===== src/rtl/updown_mod_counter.sv =====
// Up/down modulo-MOD counter with wrap/saturate modes, load, clear, terminal-count pulse and
// sticky ovf/unf flags. Define COUNTER_MATCH_EN to add the registered match_val compare.
module updown_mod_counter #(
   parameter int unsigned WIDTH = 4,
   parameter int unsigned MOD   = 10
) (
   input  logic             clk,
   input  logic             rst,
   input  logic             clr,
   input  logic             en,
   input  logic             load_en,
   input  logic [WIDTH-1:0] load,
   input  logic             up_down,
   input  logic             sat,
`ifdef COUNTER_MATCH_EN
   input  logic [WIDTH-1:0] match_val,
   output logic             match,
`endif
   output logic [WIDTH-1:0] cnt,
   output logic             tc,
   output logic             ovf,
   output logic             unf
);

   localparam logic [WIDTH:0] MaxExt = (WIDTH + 1)'(MOD - 1);

   logic [WIDTH-1:0] cnt_q, cnt_d;
   logic             tc_q, tc_d;
   logic             ovf_q, ovf_d;
   logic             unf_q, unf_d;

   logic [WIDTH:0] cnt_ext;
   logic [WIDTH:0] load_ext;
   logic [WIDTH:0] inc;
   logic [WIDTH:0] dec;

   // One extra bit so that MAX+1 and 0-1 are visible without wrapping through 2**WIDTH.
   assign cnt_ext  = {1'b0, cnt_q};
   assign load_ext = {1'b0, load};
   assign inc      = cnt_ext + 1'b1;
   assign dec      = cnt_ext - 1'b1;

   always_comb begin
      cnt_d = cnt_q;
      tc_d  = 1'b0;
      ovf_d = ovf_q;
      unf_d = unf_q;
      if (clr) begin
         cnt_d = '0;
         ovf_d = 1'b0;
         unf_d = 1'b0;
      end else if (load_en) begin
         cnt_d = (load_ext > MaxExt) ? MaxExt[WIDTH-1:0] : load;
      end else if (en) begin
         if (up_down) begin
            if (inc > MaxExt) begin
               ovf_d = 1'b1;
               tc_d  = 1'b1;
               cnt_d = sat ? MaxExt[WIDTH-1:0] : '0;
            end else begin
               cnt_d = inc[WIDTH-1:0];
            end
         end else begin
            // Borrow out of the extra bit means we were at zero.
            if (dec[WIDTH]) begin
               unf_d = 1'b1;
               tc_d  = 1'b1;
               cnt_d = sat ? '0 : MaxExt[WIDTH-1:0];
            end else begin
               cnt_d = dec[WIDTH-1:0];
            end
         end
      end
   end

   always_ff @(posedge clk or negedge rst) begin
      if (!rst) begin
         cnt_q <= '0;
         tc_q  <= 1'b0;
         ovf_q <= 1'b0;
         unf_q <= 1'b0;
      end else begin
         cnt_q <= cnt_d;
         tc_q  <= tc_d;
         ovf_q <= ovf_d;
         unf_q <= unf_d;
      end
   end

   assign cnt = cnt_q;
   assign tc  = tc_q;
   assign ovf = ovf_q;
   assign unf = unf_q;

`ifdef COUNTER_MATCH_EN
   logic match_q, match_d;

   // Compares the count currently presented, so match trails cnt by one cycle.
   assign match_d = clr ? 1'b0 : (cnt_q == match_val);

   always_ff @(posedge clk or negedge rst) begin
      if (!rst) begin
         match_q <= 1'b0;
      end else begin
         match_q <= match_d;
      end
   end

   assign match = match_q;
`endif

endmodule


===== config.mk =====
export PLATFORM = sky130hd
export DESIGN_NAME = updown_mod_counter
export DESIGN_NICKNAME = d
export VERILOG_FILES = /design/src/rtl/updown_mod_counter.sv
export SDC_FILE = /design/constraint.sdc
export NUM_CORES = 1
export LEC_CHECK = 0
export CAP_MARGIN = 20
export CORE_UTILIZATION = 42
export DETAILED_ROUTE_END_ITERATION = 16
export PLACE_DENSITY = 0.73
export SETUP_SLACK_MARGIN = 0.05
export SLEW_MARGIN = 30
export SYNTH_ARGS = -nofsm -noshare
export SYNTH_HDL_FRONTEND = slang
export SYNTH_SLANG_ARGS = --single-unit

===== constraint.sdc =====
create_clock -name clk -period 1.7 [get_ports clk]
set_clock_uncertainty 0.15 [all_clocks]
set_input_delay 0.425 -clock clk [delete_from_list [all_inputs] [get_ports clk]]
set_output_delay 0.425 -clock clk [all_outputs]
set_load 0.05 [all_outputs]

After elaboration in Yosys (flattened, before gate mapping)
Cells that the tools add are included.

Bits in registers: 7. Input bits: 11. Output and inout bits: 7. Word-level logic and storage cells: 42.

Add/subtract/negate cells: 2. $lt $le $gt $ge: 2. Eq/ne operators: 2. Muxes and demuxes: 25. Reductions and logical operators: 7.

Operators with widths (count): 2-to-1 mux 4 bit (9); 2-to-1 mux 1 bit (16); AND reduction 4 bit (2); nonzero test 2 bit (4); adder 4 x 1 -> 5 bit, second input constant (1); > comparator 5 x 4 -> 1 bit, second input constant (1); subtractor 4 x 1 -> 5 bit, second input constant (1); > comparator 4 bit, second input constant (1); != test 2 bit, second input constant (2); nonzero test 3 bit (1).

Logic depth before layout (Yosys ltp)
Gate-level depths: netlist of the first run.

Depth in word-level cells: 7. Depth in mapped cells: 7.

Worst setup path after synthesis of the first run
OpenSTA, ideal clock, no wires.

Path type: register -> register. Start point: reg cnt_q[0] (netlist: cnt[0]). End point: reg cnt_q[1] (netlist: cnt[1]). Setup time: 95 ps. Data arrival time: 1917 ps. Required time: 1455 ps. Path slack: -463 ps. Stages on the path, launching flop included: 8. Buffers on the path: 1. Period minus slack after synthesis: 2163 ps. Cell sequence: dfrtp_1 buf_6 inv_1 ha_1 nor2b_1 o22ai_2 and3_1 o32ai_2.

Word-level cells in the longest chain between the ends: 7. Elaborated cells between the ends (all ways): 9. Those cells by class: add/sub (2); order compare (1); mux (6).

RTL lines: start: declaration (RTL line 27) `logic [WIDTH-1:0] cnt_q, cnt_d;`; start signal: assignment (RTL line 83) `cnt_q <= cnt_d;`; adder 4 x 1 -> 5 bit (RTL line 40) `assign inc = cnt_ext + 1'b1;`; > comparator 5 x 4 -> 1 bit (RTL line 56) `if (inc > MaxExt) begin`; 2-to-1 mux 4 bit (RTL line 56); 2-to-1 mux 4 bit (*) (RTL line 55) `if (up_down) begin`; 2-to-1 mux 4 bit (*) (RTL line 54) `end else if (en) begin`; 2-to-1 mux 4 bit (*) (RTL line 52) `end else if (load_en) begin`; 2-to-1 mux 4 bit (*) (RTL line 48) `if (clr) begin`.

Mark *: on every way between the ends. The rest lies on a longest branch, timed or not. The select of a mux whose other input is x is not followed. A chain may end at the register's enable or synchronous reset.

Final worst setup path of the first run
Start point: reg cnt_q[0] (netlist: cnt[0]). End point: reg cnt_q[3] (netlist: cnt[3]).

Same word-level chain as after synthesis.

==> results of run 1 <==
==> flip-flops by register name (all words and copies together), names as in the netlist <==
name and cells:
tc 1, ovf 1, unf 1, cnt 4
==> synthesized netlist by cell type, drive strengths merged (2+ instances only) <==
cell type,number,share of area [%]
dfrtp,7,26
inv,6,3.4
o21ai,5,3.8
a21oi,4,3.0
buf,4,5.8
nor2,4,2.3
a31oi,3,2.8
ha,3,5.7
nand3,3,2.3
nand3b,3,3.4
a211oi,2,2.3
a221oi,2,4.5
a41oi,2,3.8
nand2,2,1.1
nor2b,2,1.9
o31a,2,2.6
==> where the power goes <==
group	leakage, nW	switching, mW	internal [mW]	total [mW]
logic	0.391	0.188	0.205	0.393
clock network	0.0150	0.0666	0.0899	0.157
registers	0.0912	0.0133	0.177	0.190
total	0.497	0.268	0.472	0.740
==> worst min path at each step <==
| stage | end | slack (ns) | cells past startpoint |
|---|---|---|---|
| after floorplan | cnt[0] | -0.02 | 0 |
| after global placement | ovf | 0.40 | 1 |
| after detailed placement | ovf | 0.39 | 1 |
| after CTS | cnt[3] | 0.29 | 1 |
| after global routing | unf | 0.30 | 1 |
| final | unf | 0.27 | 1 |
==> stage by stage <==
step                instance area, µm²  std cells  hold WS, ns  setup WS (ns)  total power [mW]
floorplan                          706         73      -0.0206         -0.151             0.381
CTS                               1180        127        0.287        -0.0685             0.715
detailed placement                1100        121        0.390         -0.251             0.541
finish                            1210        127        0.275         -0.155             0.740
global route                      1210        127        0.300         -0.201             0.775
global placement                  1100        121        0.395         -0.140             0.532
==> cell families (layout without fill, tap and decap cells) <==
family,count (synthesis),in the layout,synth area share (%)
simple gates,22,22,20.9
buf+inv,11,50,9.79
compound gates,29,29,35.8
flops,7,7,26.4
fa+ha+maj,3,3,5.65
mux,1,1,1.51
==> critical path, stage by stage (launching register included) <==
cell and delay [ns]:
dfrtp_2 0.41, buf_12 0.14, clkinv_8 0.05, ha_4 0.17
a21oi_2 0.13, a21oi_1 0.11, o31a_1 0.34, a211oi_2 0.26
==> area by class of cell <==
class                           count  share of cell area, %
Sequential cell                     7                   14.7
Inverter                            6                   2.90
Tap cell                           15                   1.55
Multi-Input combinational cell     55                   41.9
Timing Repair Buffer               40                   36.8
Clock buffer                        4                   2.17
==> repair_timing <==
action                                 4_1_cts  5_1_grt
pin swaps                                    1        4
resized for setup                            7        8
setup buffers                                2        0
endpoints found under the hold margin        0        0
setup endpoints to repair                    6        8
==> per-layer routing <==
layer	track usage (%)	share of wire, %	up-vias
li1	-	-	358
met1	28.5	41	380
met2	46.6	51	46
met3	3.04	4.6	10
met4	9.03	3.7	0
met5	0	0	-
==> qor.yml, run 1 <==
core_region_area_um2: 1380
pin_count: 18
synth_seq_cells: 7
crit_path_start_kind: "flop"
synth_edf_count: 0
fin_setup_tns_ns: -0.291
die_h_um: 41.8
critPathRequiredTime_ns: 1.71
timing.reg2reg.worst_path_depth: 7
leakagePower_nw: 0.497
die_area_um2: 1740
tritoncts: "yes"
n_antenna_cell: 0
reg2reg_to: "cnt[3]"
grt_max_degree: 9
synthFlopType: "dfrtp_1"
fin_crit_sh_pct: 109
initial_utilization_pct: 48.1
crit_fanout: 6
startpoint: "cnt[0]"
areaGrowthSynthToFinish_pct: 82.1
clock_path_buffers: 2
gp_congestion: 1.02
endpoint: "cnt[3]"
async_flop_share_pct: 100
via_per_inst: 6.25
cts_buffers: 3
wire_per_inst_um: 17.4
grt_first_pass_wirelength_um: 3330
slew_headroom_pct: 69.7
regArea_um2: 178
powerDensity_nw_per_um2: 612
cts.clk_slew.worst_paths_ns: 0.05
final_common_cell: "buf_4"
dp_hpwl_um: 1570
setup_viol: 3
overflow: 0
synth.avg_cell_area_um2: 9.10
fp.dieW_um: 41.8
postRouteAntennaNets: 0
final_util_pct: 87.5
syn_inst: 73
yosysSeqAreaShare_pct: 26.4
antenna_found_initial: 0
worstMarginPinSlew_ns: 0.448
fmax_mhz: 539
drive_gt1_share_pct: 49.1
vias: 794
hold_violations: 0
drc_errors: 0
endpoint_kind: "flop"
arrival_ns: 1.87
rsz0062_at_grt: "yes"
timing.final.crit_period_ns: 1.86
path_class: "reg -> reg"
slew_viol_final: 0
holdBufCountCts: 0
drv_cap: 0
final_cell_mix: "buf_4 (20), clkdlybuf4s50_1 (10), buf_12 (9)"
reg2reg_slack_ns: -0.16
failed_checks: "setup timing"
synthesis.nets: 87
hp-class: "in -> async"
grtUsageTotal_pct: 25.0
nets: 127
clock_latency_ns: 0.26
grt_pass1_vias: 739
setup_ws_ns: -0.155
ys_warn_count: 0
io_buffers: 17
fp-row-count: 13
nFillCells: 72
drt_pass1_iterations: 4
routed_wl_um: 2210
yosysUniqueCellTypes: 38
status: "finished with violations"
clkSinkCount: 7
root_buffer: "clkbuf_4"
drt_iter0_markers: 20
ir_drop_v: 0.000368
htreeDepth: 1
mappedNetlistArea_um2: 664
r2r_start: "cnt[0]"
multiInputGateArea_um2: 507
(Power assumes the default switching activity.)
==> run 2: changes to the inputs <==
Settings changed: CAP_MARGIN 20 to 30, RECOVER_POWER from default to 50.
==> run 2 against run 1 <==
  * The run still ends with setup timing left
  * Hold slack better by 0.070 ns
  * Clock-buffer cell count stayed put
  * Clock power hardly changed
  * Setup slack stayed put
  * Routed wire length hardly changed
  * Design area stayed put
  * Global-route usage stayed put
  * Flip-flop and latch count stayed put
  * Largest cell class unchanged
  * Sequential share of layout area stayed put
  * Core utilization stayed put
==> qor.yml, run 2 (synthesized netlist as in run 1, its figures left out) <==
crit_slowest_cell: "dfrtp_2"
pin_count: 18  # unchanged
drive_gt1_share_pct: 49.1  # unchanged
hold_violations: 0  # unchanged
grtUsageTotal_pct: 25.0  # unchanged
antenna_found_initial: 0  # unchanged
path_class: "reg -> reg"
wire_per_inst_um: 17.4  # about the same
drc_errors: 0  # unchanged
powerDensity_nw_per_um2: 611  # about the same
failed_checks: "setup timing"
initial_utilization_pct: 48.1  # unchanged
cts.clk_slew.worst_paths_ns: 0.05  # about the same
postRouteAntennaNets: 0  # unchanged
fmax_mhz: 539  # unchanged
setup_viol: 3  # unchanged
r2r_start: "cnt[0]"
fp-row-count: 13  # unchanged
areaGrowthSynthToFinish_pct: 82.1  # unchanged
slew_headroom_pct: 69.7  # unchanged
timing.final.crit_period_ns: 1.86  # unchanged
cpPeakStageDelay_ns: 0.41  # about the same
final_util_pct: 87.5  # unchanged
crit_chain: "buf_12, clkinv_8, ha_4, a21oi_2, a21oi_1, o31a_1, a211oi_2"
multiInputGateArea_um2: 507  # unchanged
vias: 794  # unchanged
root_buffer: "clkbuf_4"
die_h_um: 41.8  # unchanged
largest_register_ffs: 4  # unchanged
use_met3_pct: 3.04  # unchanged
n_antenna_cell: 0  # unchanged
grt_pass1_vias: 739  # unchanged
tritoncts: "yes"
die_area_um2: 1740  # unchanged
clock_path_buffers: 2  # unchanged
core_region_area_um2: 1380  # unchanged
nets: 127  # unchanged
cts_buffers: 3  # unchanged
cp_num_buf_inv: 2  # unchanged
final_common_cell: "buf_4"
rsz0062_at_grt: "yes"
p_sw_share_pct: 36.3  # about the same
grt_first_pass_wirelength_um: 3330  # unchanged
final_cell_mix: "buf_4 (20), clkdlybuf4s50_1 (9), buf_12 (9)"
startpoint: "cnt[0]"
regArea_um2: 178  # unchanged
drv_cap: 0  # unchanged
overflow: 0  # unchanged
pre_cts_ws_ns: -0.251  # unchanged
endpoint_kind: "flop"
fp.dieW_um: 41.8  # unchanged
internal_power_mw: 0.471  # about the same
clock_latency_ns: 0.26  # about the same
switching_power_mw: 0.268  # about the same
nFillCells: 72  # unchanged
drt_pass1_iterations: 4  # unchanged
status: "finished with violations"
critPathRequiredTime_ns: 1.71  # about the same
p_comb_share_pct: 53.1  # about the same
timing.reg2reg.worst_path_depth: 7  # unchanged
sequentialPowerShare_pct: 25.7  # about the same
clkPwrFrac_pct: 21.2  # about the same
routed_wl_um: 2210  # about the same
drt_iter0_markers: 20  # unchanged
grt_util_met2_pct: 46.6  # unchanged
hp-class: "in -> async"
ir_drop_v: 0.000368  # about the same
crit_fanout: 6  # unchanged
arrival_ns: 1.87  # about the same
io_buffers: 17  # unchanged
htreeDepth: 1  # unchanged
grt_max_degree: 9  # unchanged
fin_crit_sh_pct: 109  # unchanged
leakagePower_nw: 0.497  # about the same
reg2reg_slack_ns: -0.16  # about the same
clkSinkCount: 7  # unchanged
via_per_inst: 6.25  # unchanged
gp_congestion: 1.02  # unchanged
reg2reg_to: "cnt[3]"
worstMarginPinSlew_ns: 0.448  # unchanged
use_met1_pct: 28.5  # unchanged
grt-busiest-layer: "met2"
crit_path_start_kind: "flop"
crit_family: "compound AO/OA/AOI/OAI gates"
slew_viol_final: 0  # unchanged
setup_ws_ns: -0.155  # unchanged
dp_hpwl_um: 1570  # unchanged
-- run 2: cell count changes in the layout (fill, tap and decap cells not counted) --
| cell | delta |
|---|---|
| clkdlybuf4s50_1 | -1 |
| dlygate4sd3_1 | +1 |
-- run 2: power by group through the flow --
stage / Combinational [mW] / Sequential (mW) / Clock [mW]
after CTS: 0.370 / 0.190 / 0.155
after floorplan: 0.157 / 0.224 / 0
after detailed placement: 0.348 / 0.192 / 0
after global placement: 0.341 / 0.191 / 0
after global routing: 0.413 / 0.192 / 0.170
final: 0.393 / 0.190 / 0.157
-- run 2: layout make-up --
| class | count | share of cell area, % |
|---|---|---|
| inverters | 6 | 2.90 |
| repair buffers | 40 | 36.8 |
| clock buffers | 4 | 2.17 |
| multi-input cells | 55 | 41.9 |
| flip-flops and latches | 7 | 14.7 |
| well taps | 15 | 1.55 |
-- run 2: how the worst max path moves through the flow --
stage	slack [ns]	depth (start not counted)	to
global placement	-0.14	5	cnt[3]
global route	-0.20	7	cnt[3]
CTS	-0.07	5	cnt[1]
floorplan	-0.15	7	cnt[0]
detailed placement	-0.25	5	cnt[3]
finish	-0.16	7	cnt[3]
-- run 2: what timing repair did --
action	4_1_cts	5_1_grt
resized for setup	7	8
buffers inserted	2	0
setup endpoints to repair	6	8
hold buffers	0	0
pin swaps	1	4
-- run 2: worst register-to-register path: cells and delay by family (launching register included) --
family	cells	cell delay, ns
DFF	1	0.41
buffers and inverters	2	0.19
adders and majority gates	1	0.17
AOI/OAI and AO/OA	4	0.84
-- run 2: per-stage QoR --
stage               total power, mW  area, µm²  setup TNS (ns)  hold WS [ns]  std cells
floorplan                     0.381        706          -0.370       -0.0206         73
global placement              0.532       1100          -0.503         0.395        121
detailed placement            0.541       1100          -0.790         0.390        121
CTS                           0.715       1180          -0.201         0.287        127
global route                  0.775       1210          -0.641         0.370        127
finish                        0.739       1210          -0.291         0.345        127
-- run 2: per-layer routing --
| layer | up-vias | part of all wire (%) |
|---|---|---|
| met5 | - | 0 |
| met4 | 0 | 3.7 |
| met3 | 10 | 4.6 |
| met2 | 46 | 51 |
| met1 | 380 | 41 |
| li1 | 358 | - |
==> run 3: changes to the inputs <==
Settings changed: ABC_CLOCK_PERIOD_IN_PS from default to 1700.
==> results of run 3 <==
The final DEF is identical to that of run 2; final timing and power are the same.
